<file path="src/rtl/port_arbiter_pkg.sv">
// Shared widths, state codes and the latched transaction payload for port_arbiter.
package port_arbiter_pkg;

    localparam int unsigned ADDR_W = 16;
    localparam int unsigned DATA_W = 16;
    localparam int unsigned CNT_W  = 3;

    // Arbiter FSM state codes
    typedef enum logic [1:0] {
        ARB_IDLE  = 2'd0,
        ARB_ISSUE = 2'd1,
        ARB_WAIT  = 2'd2,
        ARB_DONE  = 2'd3
    } arb_state_t;

    // One master transaction as latched at grant time
    typedef struct packed {
        logic              we;
        logic [ADDR_W-1:0] addr;
        logic [DATA_W-1:0] wdata;
    } port_txn_t;

endpackage

</file>
<file path="src/rtl/port_arbiter_rr_arbiter_2.sv">
// Combinational two-way round-robin pick: a lone requester wins, a tie goes to
// the master that did not win last time.
module rr_arbiter_2 (
    input  logic [1:0] req,
    input  logic       last_grant,
    output logic       grant_c,
    output logic       any_c
);

    // Grant selection
    always_comb begin
        any_c   = |req;
        grant_c = 1'b0;
        if (req == 2'b11) begin
            grant_c = ~last_grant;
        end else begin
            grant_c = req[1];
        end
    end

endmodule

</file>
<file path="src/rtl/port_arbiter.sv">
// Shares the single I/O port bus between m0 (CPU) and m1 (debug monitor).
// One transaction at a time, registered strobes, read data captured after a
// fixed device latency and returned with a one-cycle ack.
module port_arbiter
    import port_arbiter_pkg::*;
#(
    parameter int unsigned READ_LATENCY = 1
) (
    input  logic              clk,
    input  logic              reset,
    input  logic              m0_req,
    input  logic              m0_we,
    input  logic [ADDR_W-1:0] m0_addr,
    input  logic [DATA_W-1:0] m0_wdata,
    output logic              m0_ack,
    output logic [DATA_W-1:0] m0_rdata,
    input  logic              m1_req,
    input  logic              m1_we,
    input  logic [ADDR_W-1:0] m1_addr,
    input  logic [DATA_W-1:0] m1_wdata,
    output logic              m1_ack,
    output logic [DATA_W-1:0] m1_rdata,
    output logic              port_read,
    output logic              port_write,
    output logic [ADDR_W-1:0] port_addr,
    output logic [DATA_W-1:0] port_write_data,
    input  logic [DATA_W-1:0] port_read_data
);

    arb_state_t        state, state_next;
    logic [CNT_W-1:0]  cnt, cnt_next;
    port_txn_t         txn, txn_next, pick;
    logic              owner, owner_next;
    logic              last_grant, last_grant_next;
    logic              grant, req_any;

    logic              port_read_next, port_write_next;
    logic [ADDR_W-1:0] port_addr_next;
    logic [DATA_W-1:0] port_write_data_next;
    logic              m0_ack_next, m1_ack_next;
    logic [DATA_W-1:0] m0_rdata_next, m1_rdata_next;

    rr_arbiter_2 u_rr (
        .req        ({m1_req, m0_req}),
        .last_grant (last_grant),
        .grant_c    (grant),
        .any_c      (req_any)
    );

    // Payload of whichever master the round-robin pick selects
    always_comb begin
        pick = '0;
        if (grant) begin
            pick = '{we: m1_we, addr: m1_addr, wdata: m1_wdata};
        end else begin
            pick = '{we: m0_we, addr: m0_addr, wdata: m0_wdata};
        end
    end

    // Next state and next values of every registered output
    always_comb begin
        state_next           = state;
        cnt_next             = cnt;
        txn_next             = txn;
        owner_next           = owner;
        last_grant_next      = last_grant;
        port_read_next       = 1'b0;
        port_write_next      = 1'b0;
        port_addr_next       = '0;
        port_write_data_next = '0;
        m0_ack_next          = 1'b0;
        m1_ack_next          = 1'b0;
        m0_rdata_next        = m0_rdata;
        m1_rdata_next        = m1_rdata;

        case (state)
            ARB_IDLE: begin
                if (req_any) begin
                    owner_next           = grant;
                    last_grant_next      = grant;
                    txn_next             = pick;
                    port_write_next      = pick.we;
                    port_read_next       = ~pick.we;
                    port_addr_next       = pick.addr;
                    port_write_data_next = pick.wdata;
                    state_next           = ARB_ISSUE;
                end
            end
            ARB_ISSUE: begin
                if (txn.we) begin
                    m0_ack_next = ~owner;
                    m1_ack_next = owner;
                    state_next  = ARB_DONE;
                end else begin
                    cnt_next   = CNT_W'(READ_LATENCY);
                    state_next = ARB_WAIT;
                end
            end
            ARB_WAIT: begin
                if (cnt == CNT_W'(1)) begin
                    if (owner) begin
                        m1_rdata_next = port_read_data;
                    end else begin
                        m0_rdata_next = port_read_data;
                    end
                    m0_ack_next = ~owner;
                    m1_ack_next = owner;
                    state_next  = ARB_DONE;
                end else begin
                    cnt_next = cnt - CNT_W'(1);
                end
            end
            ARB_DONE: begin
                state_next = ARB_IDLE;
            end
            default: begin
                state_next = ARB_IDLE;
            end
        endcase
    end

    // State, latches and outputs; reset abandons any in-flight transaction
    always_ff @(posedge clk) begin
        if (reset) begin
            state           <= ARB_IDLE;
            cnt             <= '0;
            txn             <= '0;
            owner           <= 1'b0;
            last_grant      <= 1'b1;
            port_read       <= 1'b0;
            port_write      <= 1'b0;
            port_addr       <= '0;
            port_write_data <= '0;
            m0_ack          <= 1'b0;
            m1_ack          <= 1'b0;
            m0_rdata        <= '0;
            m1_rdata        <= '0;
        end else begin
            state           <= state_next;
            cnt             <= cnt_next;
            txn             <= txn_next;
            owner           <= owner_next;
            last_grant      <= last_grant_next;
            port_read       <= port_read_next;
            port_write      <= port_write_next;
            port_addr       <= port_addr_next;
            port_write_data <= port_write_data_next;
            m0_ack          <= m0_ack_next;
            m1_ack          <= m1_ack_next;
            m0_rdata        <= m0_rdata_next;
            m1_rdata        <= m1_rdata_next;
        end
    end

endmodule
</file>
<file path="config.mk">
export PLATFORM = sky130hd
export DESIGN_NAME = port_arbiter
export DESIGN_NICKNAME = d
export VERILOG_FILES = /design/src/rtl/port_arbiter_pkg.sv /design/src/rtl/port_arbiter_rr_arbiter_2.sv /design/src/rtl/port_arbiter.sv
export SDC_FILE = /design/constraint.sdc
export NUM_CORES = 1
export LEC_CHECK = 0
export CORE_AREA = 2 2 132 102
export CTS_CLUSTER_DIAMETER = 200
export CTS_CLUSTER_SIZE = 40
export DETAILED_ROUTE_END_ITERATION = 6
export DIE_AREA = 0 0 134 104
export PLACE_DENSITY_LB_ADDON = 0.05
export SKIP_LAST_GASP = 1
export SLEW_MARGIN = 25
export SYNTH_ARGS = -nofsm -noshare
export SYNTH_HDL_FRONTEND = slang
export SYNTH_SLANG_ARGS = --single-unit
</file>
<file path="constraint.sdc">
create_clock -name clk -period 3.5 [get_ports clk]
set_clock_uncertainty 0.05 [all_clocks]
set_input_delay 0.7 -clock clk [delete_from_list [all_inputs] [get_ports clk]]
set_output_delay 0.7 -clock clk [all_outputs]
set_load 0.01 [all_outputs]
</file>
# [Yosys cells after proc, flatten, opt, wreduce, memory -nomap -nowiden]
# Index checks and enable logic that the tools add are counted.
[op_classes] eq_ne=9 n_mux=15 n_reduce_logical=9 bitwise_logic=5 addsub=1
[op_table] cell="two-way mux 33 bit" n=1
[op_table] cell="AND reduction 3 bit" n=3
[op_table] cell="inequality test 2 bit, second input constant" n=4
[op_table] cell="one-hot mux 2 bit (4 select lines)" n=1
[op_table] cell="equality test 2 bit, second input constant" n=3
[op_table] cell="two-way mux 1 bit" n=6
[op_table] cell="two-way mux 3 bit" n=2
[op_table] cell="one-hot mux 3 bit (2 select lines)" n=1
[op_table] cell="NOT 1 bit" n=5
[op_table] cell="two-way mux 2 bit" n=2
[op_table] cell="one-hot mux 1 bit (2 select lines)" n=2
[op_table] cell="AND reduction 2 bit" n=2
[op_table] cell="equality test 3 x 1 -> 1 bit, second input constant" n=1
[op_table] cell="OR reduction 3 bit" n=1
[op_table] cell="subtractor 3 x 1 -> 3 bit, second input constant" n=1
[op_table] cell="equality test 2 x 1 -> 1 bit, second input constant" n=1
[op_table] cell="logical NOT 2 bit" n=1
[op_table] cell="nonzero test 2 bit" n=1
[op_table] cell="OR reduction 2 bit" n=1
[totals] word_cells=52 register_bits=76 out_inout_bits=68 input_bits=86

# [Depth between registers and ports, before layout]
[depth] ltp_word=4 mapped_depth=8

# [Hierarchy]
# Synthesis repeated with hierarchy kept, for this count alone.
[unflattened] cells_unflattened=309 area_unflattened_um2=2884.0
[modules_own_cells] mod="port_arbiter" area_per_inst_um2=2870.3 instances=1 seq_area_each_um2=1521.5 cells_per_inst=307
[modules_own_cells] mod="rr_arbiter_2" area_per_inst_um2=13.8 instances=1 seq_area_each_um2=0.0 cells_per_inst=2

# [Worst setup path before layout]
# No wires, ideal clock.
[synth_path] kind="input -> register" start="input m1_req" end="register txn[32] (netlist bit)" slack_ns=1.891 arrival_time_ns=1.431 path_buffers=0 t_required_ns=3.322 cell_stages=4 cell_sequence="a21boi_4 -> mux2_2 -> mux2i_1 -> nor2_1"
[synth_via] elab_chain_cells=3
[synth_lines] item="from (decl)" line_no="port_arbiter.sv:17" source="input logic m1_req,"
[synth_lines] item="equality test 2 bit" line_no="port_arbiter_rr_arbiter_2.sv:14" source="if (req == 2'b11) begin"
[synth_lines] item="two-way mux 1 bit" line_no="port_arbiter_rr_arbiter_2.sv:14"
[synth_lines] item="two-way mux 33 bit" line_no="port_arbiter.sv:53" source="if (grant) begin"
[synth_lines] item="to (signal assigned)" line_no="port_arbiter.sv:141" source="txn <= txn_next;"
[synth_lines] item="to (decl)" line_no="port_arbiter.sv:32" source="port_txn_t txn, txn_next, pick;"
# Parallel ways exist; a longest one is shown, timed or not.
# A chain may end at the register's enable or synchronous reset.

# [Worst setup path after layout]
[layout_path] start="input m0_req" end="register port_addr[5]"
[layout_via] elab_chain_cells=3
[layout_lines] item="from (decl)" line_no="port_arbiter.sv:11" source="input logic m0_req,"
[layout_lines] item="equality test 2 bit / OR reduction 2 bit (equally long branches)" line_no="port_arbiter_rr_arbiter_2.sv:14, port_arbiter_rr_arbiter_2.sv:12"
[layout_lines] item="two-way mux 1 bit / NOT 1 bit (equally long branches)"
[layout_lines] item="two-way mux 33 bit / OR reduction 3 bit (equally long branches)"
[layout_lines] item="to (signal assigned)" line_no="port_arbiter.sv:146" source="port_addr <= port_addr_next;"
[layout_lines] item="to (decl)" line_no="port_arbiter.sv:25" source="output logic [ADDR_W-1:0] port_addr,"
# Parallel ways exist; a longest one is shown, timed or not.

==> run summary <==
Flop pwr share -> 38.0%
share of layout cells above drive strength 1 -> 16.1%
global-route wire length before repair -> 14900 um
ys flop type -> dfxtp_1
# IOs -> 154
max-cap viol count -> 0
CTS Buf Count -> 9
Lkg Pwr -> 1.78 nW
vias in the first global route -> 2757
fin. max-slew vios -> 0
Synth area leader -> dfxtp_1
min-delay src -> m0_rdata[3]
critical path required time -> 3.66 ns
count of cell types in the netlist -> 38
slew margin rel. -> 39.4%
nets@finish -> 586
syn avg cell area -> 8.97 um^2
clk_lat worst skew -> 0.33 ns
internal power -> 1.92 mW
arrival time at the worst endpoint -> 2.36 ns
Min Clock Period, post-route -> 2.20 ns
power density over cell area -> 541 nW/um^2
setup tns final -> 0 ns
# hold bufs at CTS -> 0
Remaining DRCs -> 0
antenna-violating nets left -> 0
VDD IR max -> 0.217 mV
GR Overflow Total -> 0
Setup crit end kind -> flop
die height -> 104 um
gr usage total -> 13.6%
Reg-to-Reg Start -> cnt[0]
DIE WIDTH -> 134 um
HP Class -> flop to flop
# rows -> 36
Power Total -> 2.71 mW
pre-CTS WS -> 0.936 ns
DIE AREA -> 13900 um^2
Initial Util -> 24.4%
Final setup viols -> 0
Final Instance Area -> 5010 um^2
area share of the largest cell type after synthesis -> 49.3%
HPWL after DPL -> 6480 um
status -> complete, no violations
Area contributors post-synth -> dfxtp_1 49%, nand2_1 15%, a21oi_2 11%
critical path's largest stage delay -> 0.53 ns
H-tree depth -> 3
CP Cell Sequence -> clkdlybuf4s50_1 > o21ai_2 > or2_2 > buf_4 > a21oi_2
core box area -> 12700 um^2
Yosys reg bits -> 76
sequential-to-total area share from yosys stat -> 49.3%
number of synthesized flops with an enable pin -> 0
syn nets -> 437
Synth Warn # -> 0
n_diodes -> 0
Pre-Repair DR Iteration Count -> 4
buffers added on ports -> 153
CTS tree -> yes
initial antenna violation count -> 0
Final Hold Viols -> 0
fillers -> 1289
DRT iter0 DRCs -> 82
crit path setup slack, layout -> 1.30 ns
ys async rst share -> 0%
Final Wtd Congestion -> 0.723
synthesized area -> 3080 um^2
CP max-delay cell -> clkdlybuf4s50_1
RSZ-0062 raised after global routing -> false
Syn-to-layout area delta -> 62.4%
clock slew at reported path FFs -> 0.06 ns
placed cell area -> 4720 um^2
fmax -> 455 MHz
Setup Crit Path Kind -> input pin to flop
Critical Path Start Type -> input pin
FF-to-FF setup slack -> 1.49 ns
NetSw -> 0.793 mW
via count -> 2769
synthesized instance count -> 344
vias per cell -> 4.14
part of the cycle the worst path needs -> 62.7%
switch share -> 29.3%
critical path peak fanout -> 19
Clk network pwr share -> 34.1%
fin util -> 39.6%
DRT Wirelength -> 9220 um
Crit. Startpoint -> m0_req
Comb pwr share -> 27.9%
clock buffer depth -> 2
post-CTS setup buffer count -> 0
worst slew pin tran -> 0.908 ns
Sink Count -> 76
Root Buffer -> clkbuf_16
post-cts sizing count -> 0
WL/cell -> 13.8 um
largest net degree at the start of global routing -> 43
## flip-flops by register name, indices dropped and copies added, names as in the netlist, 2 cells and up
| signal | flops |
|---|---|
| cnt | 3 |
| m0_rdata | 16 |
| m1_rdata | 16 |
| port_addr | 16 |
| port_write_data | 16 |
| state | 2 |
## final timing paths
| kind | to | depth (start not counted) |
|---|---|---|
| max reg2reg | m1_rdata[0] | 5 |
| min | m0_rdata[3] | 2 |
| min reg2reg | m0_rdata[3] | 2 |
| max | port_addr[5] | 5 |
## per-layer routing
metal	vias to the layer above	track usage [%]	part of all wire (%)
met1	1265	18.1	47
met3	9	4.24	6.5
li1	1420	-	-
met4	0	4.56	1.1
met5	-	0	0
met2	75	20.9	45
## area by class of cell
cell class | count | area [um^2] | share of cell area, %
Clock buffer | 10 | 229 | 4.57
Clock inverter | 6 | 63.8 | 1.27
Inverter | 4 | 15.0 | 0.300
Multi-Input combinational cell | 244 | 1400 | 28.0
Sequential cell | 76 | 1520 | 30.4
Tap cell | 171 | 214 | 4.27
Timing Repair Buffer | 158 | 1560 | 31.2
## Yosys cell counts (all sizes together) (2+ instances only)
cell and n:
nand3b 2, mux2i 4, nor2 7, nand2 133, nor2b 3, ha 7
a21oi 65, dfxtp 76, a22oi 2, clkbuf 5, buf 15, inv 4
o21ai 4
## placed cells by master, fill, tap and decap left out, types with 2 or more instances in the layout
cell             count
clkdlybuf4s50_1    152
nand2_1            123
dfxtp_1             76
a21oi_2             39
a21oi_1             26
nand2_2             10
clkbuf_16            9
ha_1                 7
nor2_1               6
buf_4                5
inv_1                4
mux2i_1              4
o21ai_0              3
nor2b_1              3
clkinvlp_4           2
clkinv_2             2
## stage by stage
| stage | hold slack [ns] | instances |
|---|---|---|
| detailed placement | 0.396 | 653 |
| global route | 0.419 | 669 |
| finish | 0.403 | 669 |
| floorplan | 0.406 | 344 |
| global placement | 0.394 | 653 |
| CTS | 0.405 | 669 |
## cells by family after synthesis
logic type	count (synthesis)	synth area share (%)
and+or+nand+nor	155	22.3
AOI/OAI and AO/OA	77	18.6
DFF	76	49.3
buffers and inverters	24	5.23
adders and majority gates	7	2.84
muxes	5	1.66
## power groups by stage
stage	registers (mW)	clock network, mW	logic (mW)
3_3_place_gp	1.05	0	0.764
2_1_floorplan	1.08	0	0.393
3_5_place_dp	1.05	0	0.765
5_1_grt	1.05	0.997	0.833
6_report	1.03	0.923	0.755
4_1_cts	1.03	0.961	0.768
## worst max-delay path: cells and delay by family
kind | cells | cell delay (ns)
and+or+nand+nor | 1 | 0.43
buffers and inverters | 2 | 0.94
AOI/OAI and AO/OA | 2 | 0.27
Note: power is estimated with default switching activity, not from simulation.
